--- config.mk ---
export PLATFORM = sky130hd
export DESIGN_NAME = store_buffer
export DESIGN_NICKNAME = d
export VERILOG_FILES = /design/src/rtl/store_buffer.sv
export SDC_FILE = /design/constraint.sdc
export NUM_CORES = 1
export LEC_CHECK = 0
export BUFFER_PORTS_ARGS = -buffer_cell sky130_fd_sc_hd__buf_2
export CAP_MARGIN = 20
export CORE_UTILIZATION = 46
export CTS_CLUSTER_DIAMETER = 100
export CTS_CLUSTER_SIZE = 16
export DETAILED_ROUTE_END_ITERATION = 10
export PLACE_DENSITY = 0.64
export SETUP_SLACK_MARGIN = 0.02
export SYNTH_ARGS = -nofsm -noshare
export SYNTH_HDL_FRONTEND = slang
export SYNTH_SLANG_ARGS = --single-unit
--- constraint.sdc ---
create_clock -name clk -period 3.7 [get_ports clk]
set_clock_uncertainty 0.15 [all_clocks]
set_input_delay 0.185 -clock clk [delete_from_list [all_inputs] [get_ports clk]]
set_output_delay 0.185 -clock clk [all_outputs]
set_load 0.02 [all_outputs]
--- src/rtl/store_buffer.sv ---
// Post-MEM store buffer: queues stores in program order and drains them to the
// single-ported data memory whenever a load does not need the port.
module store_buffer #(
  parameter int DEPTH = 4
) (
  input  logic        clk,
  input  logic        rst_n,
  input  logic        st_valid,
  input  logic [2:0]  st_func3,
  input  logic [31:0] st_addr,
  input  logic [31:0] st_data,
  output logic        st_ready,
  input  logic        ld_valid,
  input  logic [2:0]  ld_func3,
  input  logic [31:0] ld_addr,
  output logic        ld_stall,
  output logic        mem_wr,
  output logic [2:0]  mem_func3,
  output logic [31:0] mem_addr,
  output logic [31:0] mem_wdata,
  output logic        sb_empty
);

  localparam int PTR_W = (DEPTH > 1) ? $clog2(DEPTH) : 1;
  localparam int CNT_W = PTR_W + 1;
  localparam logic [CNT_W-1:0] FULL = CNT_W'(DEPTH);

  logic [2:0]       ent_func3 [DEPTH];
  logic [31:0]      ent_addr  [DEPTH];
  logic [31:0]      ent_data  [DEPTH];
  logic [DEPTH-1:0] ent_vld;
  logic [PTR_W-1:0] head;
  logic [PTR_W-1:0] tail;
  logic [CNT_W-1:0] count;

  logic enq;
  logic drain;
  logic hit;

  // Readiness looks only at the registered count, so a full buffer never
  // relies on a same-cycle drain to free a slot.
  assign st_ready = (count < FULL);
  assign sb_empty = (count == '0);
  assign enq      = st_valid && st_ready;

  // The data memory holds 64 words, so only addr[7:2] distinguishes locations.
  always_comb begin
    hit = 1'b0;
    for (int i = 0; i < DEPTH; i++) begin
      if (ent_vld[i] && (ent_addr[i][7:2] == ld_addr[7:2])) hit = 1'b1;
    end
  end

  assign ld_stall = ld_valid && hit;
  assign drain    = (count != '0) && (!ld_valid || ld_stall);

  assign mem_wr    = drain;
  assign mem_func3 = drain ? ent_func3[head] : ld_func3;
  assign mem_addr  = drain ? ent_addr[head]  : ld_addr;
  assign mem_wdata = drain ? ent_data[head]  : 32'h0;

  always_ff @(posedge clk or negedge rst_n) begin
    if (!rst_n) begin
      head    <= '0;
      tail    <= '0;
      count   <= '0;
      ent_vld <= '0;
    end else begin
      if (enq) begin
        ent_vld[tail] <= 1'b1;
        tail          <= tail + 1'b1;
      end
      if (drain) begin
        ent_vld[head] <= 1'b0;
        head          <= head + 1'b1;
      end
      case ({enq, drain})
        2'b10:   count <= count + 1'b1;
        2'b01:   count <= count - 1'b1;
        default: count <= count;
      endcase
    end
  end

  // Payload storage carries no reset; validity is tracked by ent_vld.
  always_ff @(posedge clk) begin
    if (enq) begin
      ent_func3[tail] <= st_func3;
      ent_addr[tail]  <= st_addr;
      ent_data[tail]  <= st_data;
    end
  end

endmodule

# After elaboration in Yosys (flattened, before gate mapping)
# Memories as Yosys holds them, arrays and structs flattened.
# Index checks and enable logic that the tools add are counted.
dict set report op_classes {
  n_addsub 4
  magnitude_cmp 5
  eq_ne 6
  muxes 16
  n_bitwise 3
  reduce_logical 14
}
# operator n
set op_table {}
lappend op_table {{32-bit 2-to-1 mux} 2}
lappend op_table {{6-bit equality test} 4}
lappend op_table {{1-bit logical AND} 9}
lappend op_table {{1-bit 2-to-1 mux} 8}
lappend op_table {{4-bit 2-to-1 mux} 2}
lappend op_table {{2-bit by 3-bit < comparator with 1-bit output (second input constant)} 2}
lappend op_table {{3-bit case mux with 2 select lines} 1}
lappend op_table {{2-bit by 1-bit adder with 2-bit output (second input constant)} 2}
lappend op_table {{4-bit AND} 1}
lappend op_table {{1-bit demux with 2-bit select} 2}
lappend op_table {{2-bit by 1-bit >= comparator with 1-bit output (second input constant)} 2}
lappend op_table {{4-bit NOT} 1}
lappend op_table {{4-bit OR} 1}
lappend op_table {{3-bit by 1-bit adder with 3-bit output (second input constant)} 1}
lappend op_table {{3-bit zero test} 1}
lappend op_table {{3-bit < comparator (second input constant)} 1}
lappend op_table {{3-bit 2-to-1 mux} 1}
lappend op_table {{3-bit nonzero test} 1}
lappend op_table {{3-bit by 1-bit subtractor with 3-bit output (second input constant)} 1}
lappend op_table {{2-bit by 1-bit equality test with 1-bit output (second input constant)} 1}
lappend op_table {{2-bit equality test (second input constant)} 1}
lappend op_table {{2-bit nonzero test} 1}
lappend op_table {{1-bit zero test} 1}
lappend op_table {{1-bit logical OR} 1}
dict set report totals {
  ff_bits 11
  ram_bits 268
  inputBits 106
  n_memories 3
}
# memory words width rd rd_ports_with_merged_regs write_ports line_no
set mem_list {}
lappend mem_list {ent_addr 4 32 5 0 1 29} ;# logic [31:0] ent_addr [DEPTH];
lappend mem_list {ent_data 4 32 1 0 1 30} ;# logic [31:0] ent_data [DEPTH];
lappend mem_list {ent_func3 4 3 1 0 1 28} ;# logic [2:0] ent_func3 [DEPTH];

# Longest topological paths before layout
# Gate-level depths: netlist (run 1).
dict set report depth {
  word_depth 11
  depth_mapped 14
}

# Worst setup path before layout (run 1)
# No wires, ideal clock.
dict set report synth_timing {
  path_type {reg-to-reg}
  startpoint {register count[2]}
  endpoint {memory ent_addr[0][0] (enable)}
  t_arrival_ps 2326
  required_ps 3117
  path_slack_ps 791
  path_stages_with_launch 4
  path_buffers 1
  synth_period_minus_slack_ps 2909
  cell_sequence {dfrtp_1 > nor2b_1 > clkbuf_1 > and2_1}
}
dict set report synth_via {
  elab_chain_cells 4
}
# element line_no
set synth_lines {}
lappend synth_lines {{start, declared} 34} ;# logic [CNT_W-1:0] count;
lappend synth_lines {{start signal, assigned} 78} ;# 2'b10: count <= count + 1'b1;
lappend synth_lines {{start signal, assigned} 79} ;# 2'b01: count <= count - 1'b1;
lappend synth_lines {{start signal, assigned} 80} ;# default: count <= count;
lappend synth_lines {{3-bit < comparator} 42} ;# assign st_ready = (count < FULL);
lappend synth_lines {{1-bit logical AND} 44} ;# assign enq = st_valid && st_ready;
lappend synth_lines {{1-bit 2-to-1 mux} 87} ;# if (enq) begin
lappend synth_lines {{1-bit 2-to-1 mux (not written as such)} 89} ;# ent_addr[tail] <= st_addr;
lappend synth_lines {{end, declared} 29}
# No other way between the ends.

==> results by group, run 1 <==
Floorplan
  • Placeable core area: 24200 µm²
  • FP Rows: 57
  • Initial Util: 0.468
  • Die area: 25300 µm²
  • Die Span X: 159 µm
  • Die height: about 160 µm
  • # IOs: 177

CTS
  • Clock transition at path regs: 0.07 ns
  • H-tree depth: 1
  • Root buf cell: clkbuf_16
  • Clock Latency Late Sink: 0.50 ns
  • Post-CTS resize count: 0
  • Clock buffer depth: 3
  • Clock buffer count from CTS: 21
  • CTS tree: done
  • Clock sinks: approximately 280
  • Postcts setup bufs: 0

Logic synthesis
  • Synth unique cells: 30
  • Commonest cells post-synth: edfxtp_1 (268), mux4_2 (67), and2_1 (36)
  • Main combinational cell family by area after synthesis: multiplexers
  • Post-synthesis xor/xnor area fraction: 0.0224
  • Most frequent cell after synthesis: edfxtp_1
  • Syn nets: 634
  • Asr flop ratio synth: 0.0394
  • Mapped Cells: 518
  • Mux cell area share after synthesis: 0.179
  • Synth top area share: 0.709
  • Adder-Cell Fraction of Synth Area: 0.0117
  • Cell taking the most area after synthesis: edfxtp_1
  • EDFF count, synth: 268
  • Mapped Area: between 10000 and 15000 µm²
  • Sequential element share of the synthesized area: 0.733
  • Yosys warnings: 0
  • Top cells by area, synth: edfxtp_1 (71%), mux4_2 (13%), mux2_4 (4.0%)
  • Syn_area_per_cell: 21.9 µm²
  • Synth Flop Type: edfxtp_1
  • Compound-gate portion of the synthesized area: 0.00430
  • Synth Area in Simple Gates: 0.0277
  • Register bit total from synthesis: 279

GRT
  • GRT overflow: 0
  • Initial antenna violation count: 1
  • Total track usage: 0.178
  • Largest net degree at the start of global routing: between 50 and 60
  • Global-route wire length before repair: 34600 µm
  • Vias in the first global route: 6223

Worst setup path
  • CP bufs+invs: 2
  • Reg-to-Reg Start: ent_addr[3][3]
  • CP required: 3.37 ns
  • CP arrival: slightly below 3 ns
  • Worst Reg2Reg Path Length in Cells: 11
  • Flop2flop setup slack: 1.14 ns
  • CP Launch Point: ent_addr[3][3]
  • FF-to-FF End: count[2]
  • Crit path max-delay cell type: buf_4
  • Setup crit end kind: primary output
  • Crit-path max FO: 38
  • Critical path launch point type: flip-flop
  • CP Depth: 8
  • Worst path max stage delay: 0.56 ns
  • Cell family with the largest share of critical-path delay: buffers and inverters
  • Kind of critical path: reg2out
  • Crit path cell chain: xnor2_1, nand4_1, nor4_1, nor4_2, a21oi_4, buf_4, mux2_2, buf_2

Placement
  • Placement Cell Area: 12600 µm²
  • HPWL Detailed: 13100 µm
  • IO buf count: 176
  • GPL Wtd Cong: 0.757

Drt
  • Via-per-instance ratio: 5.19
  • Total detailed-routing wirelength: roughly 22000 µm
  • 1st-pass router iterations: 4
  • Drc violations: 0
  • Post-route ant nets: 0
  • Initial DRC count: 373
  • Routed wire per std cell: 20.1 µm
  • Routed vias: 5723

Pwr
  • Switching share of total power: 0.303
  • Worst vdd ir: 0.399 mV
  • Int Pwr: 6.57 mW
  • Comb pwr share: 0.337
  • Leak pwr: 4.97 nW
  • Clock power frac: 0.219
  • Sw power: 2.85 mW
  • Pwr Density: 679 nW/µm²
  • Reg power frac: 0.443

Timing
  • Final worst-path cycle share: 0.889
  • Fmax: 304 MHz
  • Fin crit period: 3.29 ns
  • Slew HR: 0.568
  • Final hold violations: 0
  • Final setup violating endpoints: 0
  • RSZ-0062 raised after global routing: no
  • Setup TNS: 0 ns
  • Fin. max-slew vios: 0
  • Worst slew pin tran: 0.648 ns

Min path
  • Hold Crit Start: st_valid
  • Hold depth: 3
  • Worst Hold Endpoint: tail[0]
  • Hold Crit Class: in2reg

Final layout
  • Layout overhead on the synthesized area: 22.3%
  • Final #Nets: 880
  • Fraction of layout cells with a size suffix above 1: 0.410
  • Final instance area: 13900 µm²

Run status
  • Status: finished, final reports clean

Run
  • Max-cap viol count: 0
through the flow:
step	hold slack, ns	cells	setup WS [ns]	power [mW]	utilization
floorplan	-0.261	518	0.791	6.53	-
global placement	-0.0627	996	1.05	7.38	0.520
detailed placement	-0.0581	996	0.953	7.44	0.520
CTS	0.0236	1102	0.406	9.57	0.572
global route	0.0684	1102	0.198	9.88	0.572
finish	0.0319	1103	0.411	9.42	0.572
registers in the layout, summed over array words and instances, names as in the netlist:
register and cells:
ent_addr 128, ent_func3 12, ent_vld 4, ent_data 128, count 3, head 2, tail 2
power groups by stage:
stage          registers [mW]  logic (mW)  clock network [mW]
5_1_grt                  4.22        3.42                2.23
3_3_place_gp             4.23        3.15                   0
6_report                 4.18        3.18                2.07
4_1_cts                  4.19        3.25                2.13
2_1_floorplan            4.14        2.39                   0
3_5_place_dp             4.26        3.18                   0
what timing repair did:
item                                    CTS  global route
endpoints found under the setup margin    0             0
hold buffers                             69             0
hold endpoints to repair                279             0
cell type report:
| type | instances | area (µm²) |
|---|---|---|
| Fill cell | 1867 | 10400 |
| Clock inverter | 2 | 13.8 |
| Antenna cell | 1 | 2.50 |
| Multi-Input combinational cell | 199 | 2800 |
| Tap cell | 324 | 405 |
| Timing Repair Buffer | 254 | 1710 |
| Sequential cell | 279 | 8330 |
| Clock buffer | 35 | 578 |
| Inverter | 9 | 33.8 |
per-layer routing:
| metal | track usage | share of wire | routed length [µm] |
|---|---|---|---|
| met1 | 0.237 | 0.43 | 9470 |
| met4 | 0.0398 | 0.015 | 330 |
| met5 | 0 | 0 | 0 |
| met2 | 0.304 | 0.50 | 11100 |
| met3 | 0.0367 | 0.058 | 1290 |
cells by family (layout without fill, tap and decap cells):
family	after synthesis	in the layout
AND/OR/NAND/NOR	50	50
buffers and inverters	40	300
adder cells (fa/ha/maj)	10	10
XOR/XNOR	29	29
flip-flops	279	279
multiplexers	104	104
other	0	1
AO/OA/AOI/OAI	6	6
how the worst max path moves through the flow:
stage	endpoint	slack, ns
after global routing	mem_addr[30]	0.20
final	mem_addr[30]	0.41
after detailed placement	mem_addr[30]	0.95
after global placement	mem_addr[30]	1.05
after floorplan	ent_addr[0][0]	0.79
after CTS	mem_addr[30]	0.41
worst reg2reg max path, delay by kind of cell (launching register included):
| kind | cells | cell delay [ns] |
|---|---|---|
| flops | 1 | 0.42 |
| buf+inv | 1 | 0.06 |
| fa+ha+maj | 2 | 0.58 |
| xor+xnor | 3 | 0.44 |
| simple gates | 4 | 0.64 |
| compound gates | 1 | 0.18 |
cell usage in the layout, fill, tap and decap left out, types with 13 or more instances in the layout:
| master | count |
|---|---|
| xnor2_1 | 16 |
| edfxtp_1 | 268 |
| and2_1 | 32 |
| clkbuf_1 | 14 |
| dlygate4sd3_1 | 69 |
| mux4_2 | 67 |
| xor2_1 | 13 |
| mux2_4 | 30 |
| buf_2 | 176 |
| clkbuf_16 | 21 |
Power figures use the tool's default switching activity.
==> run 2: changes to the inputs <==
--- a/config.mk
+++ b/config.mk
@@ -7,11 +7,12 @@
 export LEC_CHECK = 0
 export BUFFER_PORTS_ARGS = -buffer_cell sky130_fd_sc_hd__buf_2
 export CAP_MARGIN = 20
-export CORE_UTILIZATION = 46
+export CORE_ASPECT_RATIO = 1.75
+export CORE_UTILIZATION = 35
 export CTS_CLUSTER_DIAMETER = 100
 export CTS_CLUSTER_SIZE = 16
 export DETAILED_ROUTE_END_ITERATION = 10
-export PLACE_DENSITY = 0.64
+export PLACE_DENSITY = 0.51
 export SETUP_SLACK_MARGIN = 0.02
 export SYNTH_ARGS = -nofsm -noshare
 export SYNTH_HDL_FRONTEND = slang
==> results by group, run 2 (same netlist as run 1, synthesis figures left out) <==
Run status
  • Status: finished, violations left
  • Failing checks: DRC

CTS
  • Clock buffer depth: 3
  • Root buf cell: clkbuf_16
  • CTS tree: done
  • Clock sinks: 279
  • Post-CTS resize count: 0
  • Clock Latency Late Sink: 0.50 ns
  • Postcts setup bufs: 0
  • Clock transition at path regs: 0.07 ns
  • Clock buffer count from CTS: 21
  • H-tree depth: 1

Timing
  • Fin. max-slew vios: 0
  • RSZ-0062 raised after global routing: no
  • Setup TNS: 0 ns
  • Fmax: 314 MHz
  • Final setup violating endpoints: 0
  • Final worst-path cycle share: 0.861
  • Final worst setup slack: 0.516 ns
  • Worst slew pin tran: 0.674 ns
  • Final hold violations: 0
  • Fin crit period: 3.18 ns
  • Slew HR: 0.550

Final layout
  • Final #Nets: 880
  • Final instance area: 14000 µm²
  • Layout overhead on the synthesized area: 23.0%
  • Most common cell after layout, fill and taps aside: edfxtp_1
  • Regs by FF count: ent_addr (128), ent_data (128), ent_func3 (12)
  • Post-route core utilization: 0.440
  • Fraction of layout cells with a size suffix above 1: 0.413
  • Most frequent cells in the layout: edfxtp_1 (268), buf_2 (176), dlygate4sd3_1 (69)

Worst setup path
  • Setup crit end kind: primary output
  • CP required: roughly 3.4 ns
  • Kind of critical path: reg2out
  • Crit-path max FO: 40
  • CP arrival: 2.85 ns
  • Worst Reg2Reg Path Length in Cells: 11
  • Critical path launch point type: flip-flop

Drt
  • Via-per-instance ratio: 4.92
  • Total detailed-routing wirelength: about 24000 µm
  • Initial DRC count: 253
  • Routed vias: 5744
  • 1st-pass router iterations: 7
  • Drc violations: 17
  • Post-route ant nets: 0
  • Routed wire per std cell: between 20 and 25 µm

Pwr
  • Switching share of total power: 0.308
  • Leak pwr: 4.97 nW
  • Clock power frac: 0.218
  • Pwr Density: just under 700 nW/µm²
  • Worst vdd ir: 0.397 mV
  • Comb pwr share: 0.331
  • Reg power frac: 0.451
  • Total power: 9.47 mW
  • Sw power: between 2 and 3 mW
  • Int Pwr: 6.55 mW

Placement
  • IO buf count: 176
  • HPWL Detailed: between 10000 and 15000 µm
  • GPL Wtd Cong: 0.757
  • DP Worst Slack: roughly 1.0 ns
  • Placement Cell Area: 12700 µm²

Run
  • Max-cap viol count: 0

Min path
  • Hold Crit Class: in2reg
  • Hold depth: 3

Floorplan
  • Initial Util: 0.358
  • # IOs: 177
  • Placeable core area: 31700 µm²
  • Die height: 240 µm
  • FP Rows: 86
  • Die Span X: 138 µm
  • Die area: 33200 µm²

GRT
  • Total track usage: 0.146
  • Largest net degree at the start of global routing: 41
  • GRT overflow: 0
  • Initial antenna violation count: 3
  • Vias in the first global route: 6407
  • Global-route wire length before repair: 36500 µm
==> run 2: cell types whose count changed in the layout (fill, tap and decap cells not counted), sizes merged <==
| cell | change |
|---|---|
| inv | +1 |
| diode | +1 |
| clkinv | -2 |
| clkbuf | -7 |
==> run 2: routing by layer <==
metal / global-route usage / vias to the layer above / wire length, µm
li1: - / 2567 / -
met1: 0.161 / 2986 / 9020
met2: 0.285 / 155 / 13300
met3: 0.0201 / 36 / 945
met4: 0.0511 / 0 / 551
met5: 0 / - / 0
==> run 2: what timing repair did <==
action                                 in CTS  in global routing
setup endpoints to repair                   0                  0
hold buffers                               69                  0
endpoints found under the hold margin     279                  0
==> run 2: final timing paths <==
kind                           startpoint      endpoint  slack (ns)
max reg2reg                ent_addr[2][5]      count[2]        1.10
min reg2reg                      count[0]      count[0]        0.37
min                              st_valid       tail[0]        0.04
max                        ent_addr[2][5]  mem_func3[2]        0.52
min in group asynchronous           rst_n    ent_vld[2]        0.58
max in group asynchronous           rst_n       head[0]        2.43
==> run 2: worst max-delay path: stages, from the launching register on <==
cell and delay (ns):
edfxtp_1 0.40, xnor2_1 0.21, nand4_1 0.13, nor4_1 0.26, nor4_2 0.13, a21oi_4 0.22, buf_4 0.42, mux2_2 0.39
buf_2 0.16
==> run 2: area by class of cell <==
cell class	count	area [µm²]
Clock buffer	28	552
Tap cell	396	495
Fill cell	2798	17800
Sequential cell	279	8330
Antenna cell	2	5.00
Multi-Input combinational cell	199	2800
Clock inverter	1	11.3
Inverter	9	33.8
Timing Repair Buffer	254	1730
==> run 2: through the flow <==
stage / hold slack [ns] / instances
finish: 0.0387 / 1168
global route: 0.0384 / 1168
CTS: 0.0269 / 1166
detailed placement: -0.0750 / 1068
global placement: -0.0797 / 1068
floorplan: -0.261 / 518
==> run 2: power by group through the flow <==
stage | logic (mW) | clock network [mW] | registers [mW]
floorplan | 2.39 | 0 | 4.14
global placement | 3.12 | 0 | 4.33
detailed placement | 3.16 | 0 | 4.37
CTS | 3.23 | 2.13 | 4.30
global route | 3.37 | 2.22 | 4.34
finish | 3.13 | 2.06 | 4.27
==> run 3: changes to the inputs <==
--- a/config.mk
+++ b/config.mk
@@ -6,8 +6,8 @@
 export NUM_CORES = 1
 export LEC_CHECK = 0
 export BUFFER_PORTS_ARGS = -buffer_cell sky130_fd_sc_hd__buf_2
-export CAP_MARGIN = 20
-export CORE_ASPECT_RATIO = 1.75
+export CAP_MARGIN = 10
+export CORE_ASPECT_RATIO = 0.6
 export CORE_UTILIZATION = 35
 export CTS_CLUSTER_DIAMETER = 100
 export CTS_CLUSTER_SIZE = 16
==> results by group, run 3 (same netlist as run 1, synthesis figures left out) <==
Timing
  • Setup TNS: 0 ns
  • Fmax: 299 MHz
  • Slew HR: 0.539
  • Fin crit period: 3.35 ns
  • Final worst setup slack: 0.354 ns
  • RSZ-0062 raised after global routing: no
  • Final setup violating endpoints: 0
  • Worst slew pin tran: 0.692 ns
  • Fin. max-slew vios: 0
  • Final hold violations: 0
  • Final worst-path cycle share: 0.904

Final layout
  • Fraction of layout cells with a size suffix above 1: 0.410
  • Seq. cell area: roughly 8300 µm²
  • Regs by FF count: ent_addr (128), ent_data (128), ent_func3 (12)
  • Filler Cell Count: 2786
  • Layout overhead on the synthesized area: 23.6%
  • Final #Nets: 882
  • Most frequent cells in the layout: edfxtp_1 (268), buf_2 (176), dlygate4sd3_1 (70)
  • Most common cell after layout, fill and taps aside: edfxtp_1
  • Multi-input logic area: around 2800 µm²
  • ANT cells: 0

CTS
  • Clock transition at path regs: roughly 0.070 ns
  • H-tree depth: 1
  • Clock Latency Late Sink: 0.52 ns
  • Clock buffer count from CTS: 21
  • Root buf cell: clkbuf_16
  • Clock buffer depth: 3
  • CTS tree: done
  • Clock sinks: 279
  • Postcts setup bufs: 0

Pwr
  • Worst vdd ir: 0.281 mV
  • Leak pwr: 4.99 nW
  • Pwr Density: about 680 nW/µm²

Worst setup path
  • Setup crit end kind: primary output
  • CP arrival: approximately 3.0 ns
  • Critical path launch point type: flip-flop
  • Kind of critical path: reg2out
  • Crit-path max FO: 22
  • CP required: 3.37 ns

Drt
  • Initial DRC count: 340
  • Via-per-instance ratio: 4.76
  • Routed wire per std cell: 20.0 µm
  • Routed vias: approximately 5700
  • Total detailed-routing wirelength: 23900 µm
  • Drc violations: 0
  • Post-route ant nets: 0
  • 1st-pass router iterations: 6

Floorplan
  • Die height: 142 µm
  • Placeable core area: 31500 µm²
  • FP Rows: 50
  • Die area: 33200 µm²
  • Initial Util: 0.360
  • Die Span X: 235 µm
  • # IOs: 177

GRT
  • Largest net degree at the start of global routing: a little over 40
  • Total track usage: 0.148
  • GRT overflow: 0
  • Vias in the first global route: 6247
  • Global-route wire length before repair: 36900 µm
  • Initial antenna violation count: 1

Run status
  • Status: finished, final reports clean

Placement
  • HPWL Detailed: roughly 15000 µm
  • GPL Wtd Cong: roughly 0.7
  • IO buf count: 176
  • DP Worst Slack: 0.794 ns

Min path
  • Hold Crit Class: in2reg

Run
  • Max-cap viol count: 0
-- run 3: changes by cell type in the layout (fill, tap and decap cells not counted), sizes merged --
cell	previous run	this run
buf	185	186
dlygate4sd3	69	70
diode	2	0
clkbuf	28	36
inv	10	11
-- run 3: final timing paths --
path                           endpoint  slack [ns]  cells after the start            from
max                        mem_func3[0]        0.35                      9  ent_addr[0][6]
min                             head[0]        0.26                      4        ld_valid
max reg2reg                    count[2]        0.79                     12  ent_addr[0][6]
min reg2reg                    count[0]        0.36                      1        count[0]
max in group asynchronous       head[1]        2.28                      3           rst_n
min in group asynchronous    ent_vld[0]        0.65                      3           rst_n
-- run 3: power breakdown --
part           switching, mW  internal, mW
logic                   1.58          1.55
clock network           1.06          1.08
registers              0.332          3.97
-- run 3: layout make-up --
class,instances,area share
clock buffers,36,0.0415
well taps,416,0.0371
flip-flops and latches,279,0.594
multi-input cells,199,0.200
inverters,9,0.00241
repair buffers,256,0.124
clock inverters,2,0.00143
-- run 3: per-stage QoR --
step / total power, mW / utilization / cells / instance area, µm² / hold slack, ns
final: 9.57 / 0.445 / 1197 / 14000 / 0.259
after global routing: 10.1 / 0.445 / 1197 / 14000 / 0.241
after CTS: 9.76 / 0.445 / 1197 / 14000 / 0.230
after detailed placement: 7.53 / 0.404 / 1089 / 12700 / -0.0499
after global placement: 7.47 / 0.404 / 1089 / 12700 / -0.0512
after floorplan: 6.53 / - / 518 / 11400 / -0.261
-- run 3: timing repair --
| action | in CTS | in global routing |
|---|---|---|
| hold buffers | 70 | 0 |
| resized for setup | 0 | 0 |
| endpoints found under the hold margin | 280 | 0 |
| endpoints found under the setup margin | 0 | 0 |
-- run 3: critical path, cell delays in order, from the launching register on --
cell,delay [ns]
edfxtp_1,0.41
xnor2_1,0.20
nand4_1,0.14
nor4_1,0.27
nor4_2,0.12
a21oi_4,0.17
buf_4,0.29
buf_4,0.34
mux2_2,0.37
buf_2,0.16
-- run 3: metal layers --
layer,vias up,global-route usage,routed length (µm)
met4,2,0.0302,323
met5,-,0,13
met3,30,0.0299,1210
li1,2586,-,-
met1,2945,0.206,11100
met2,130,0.241,11300
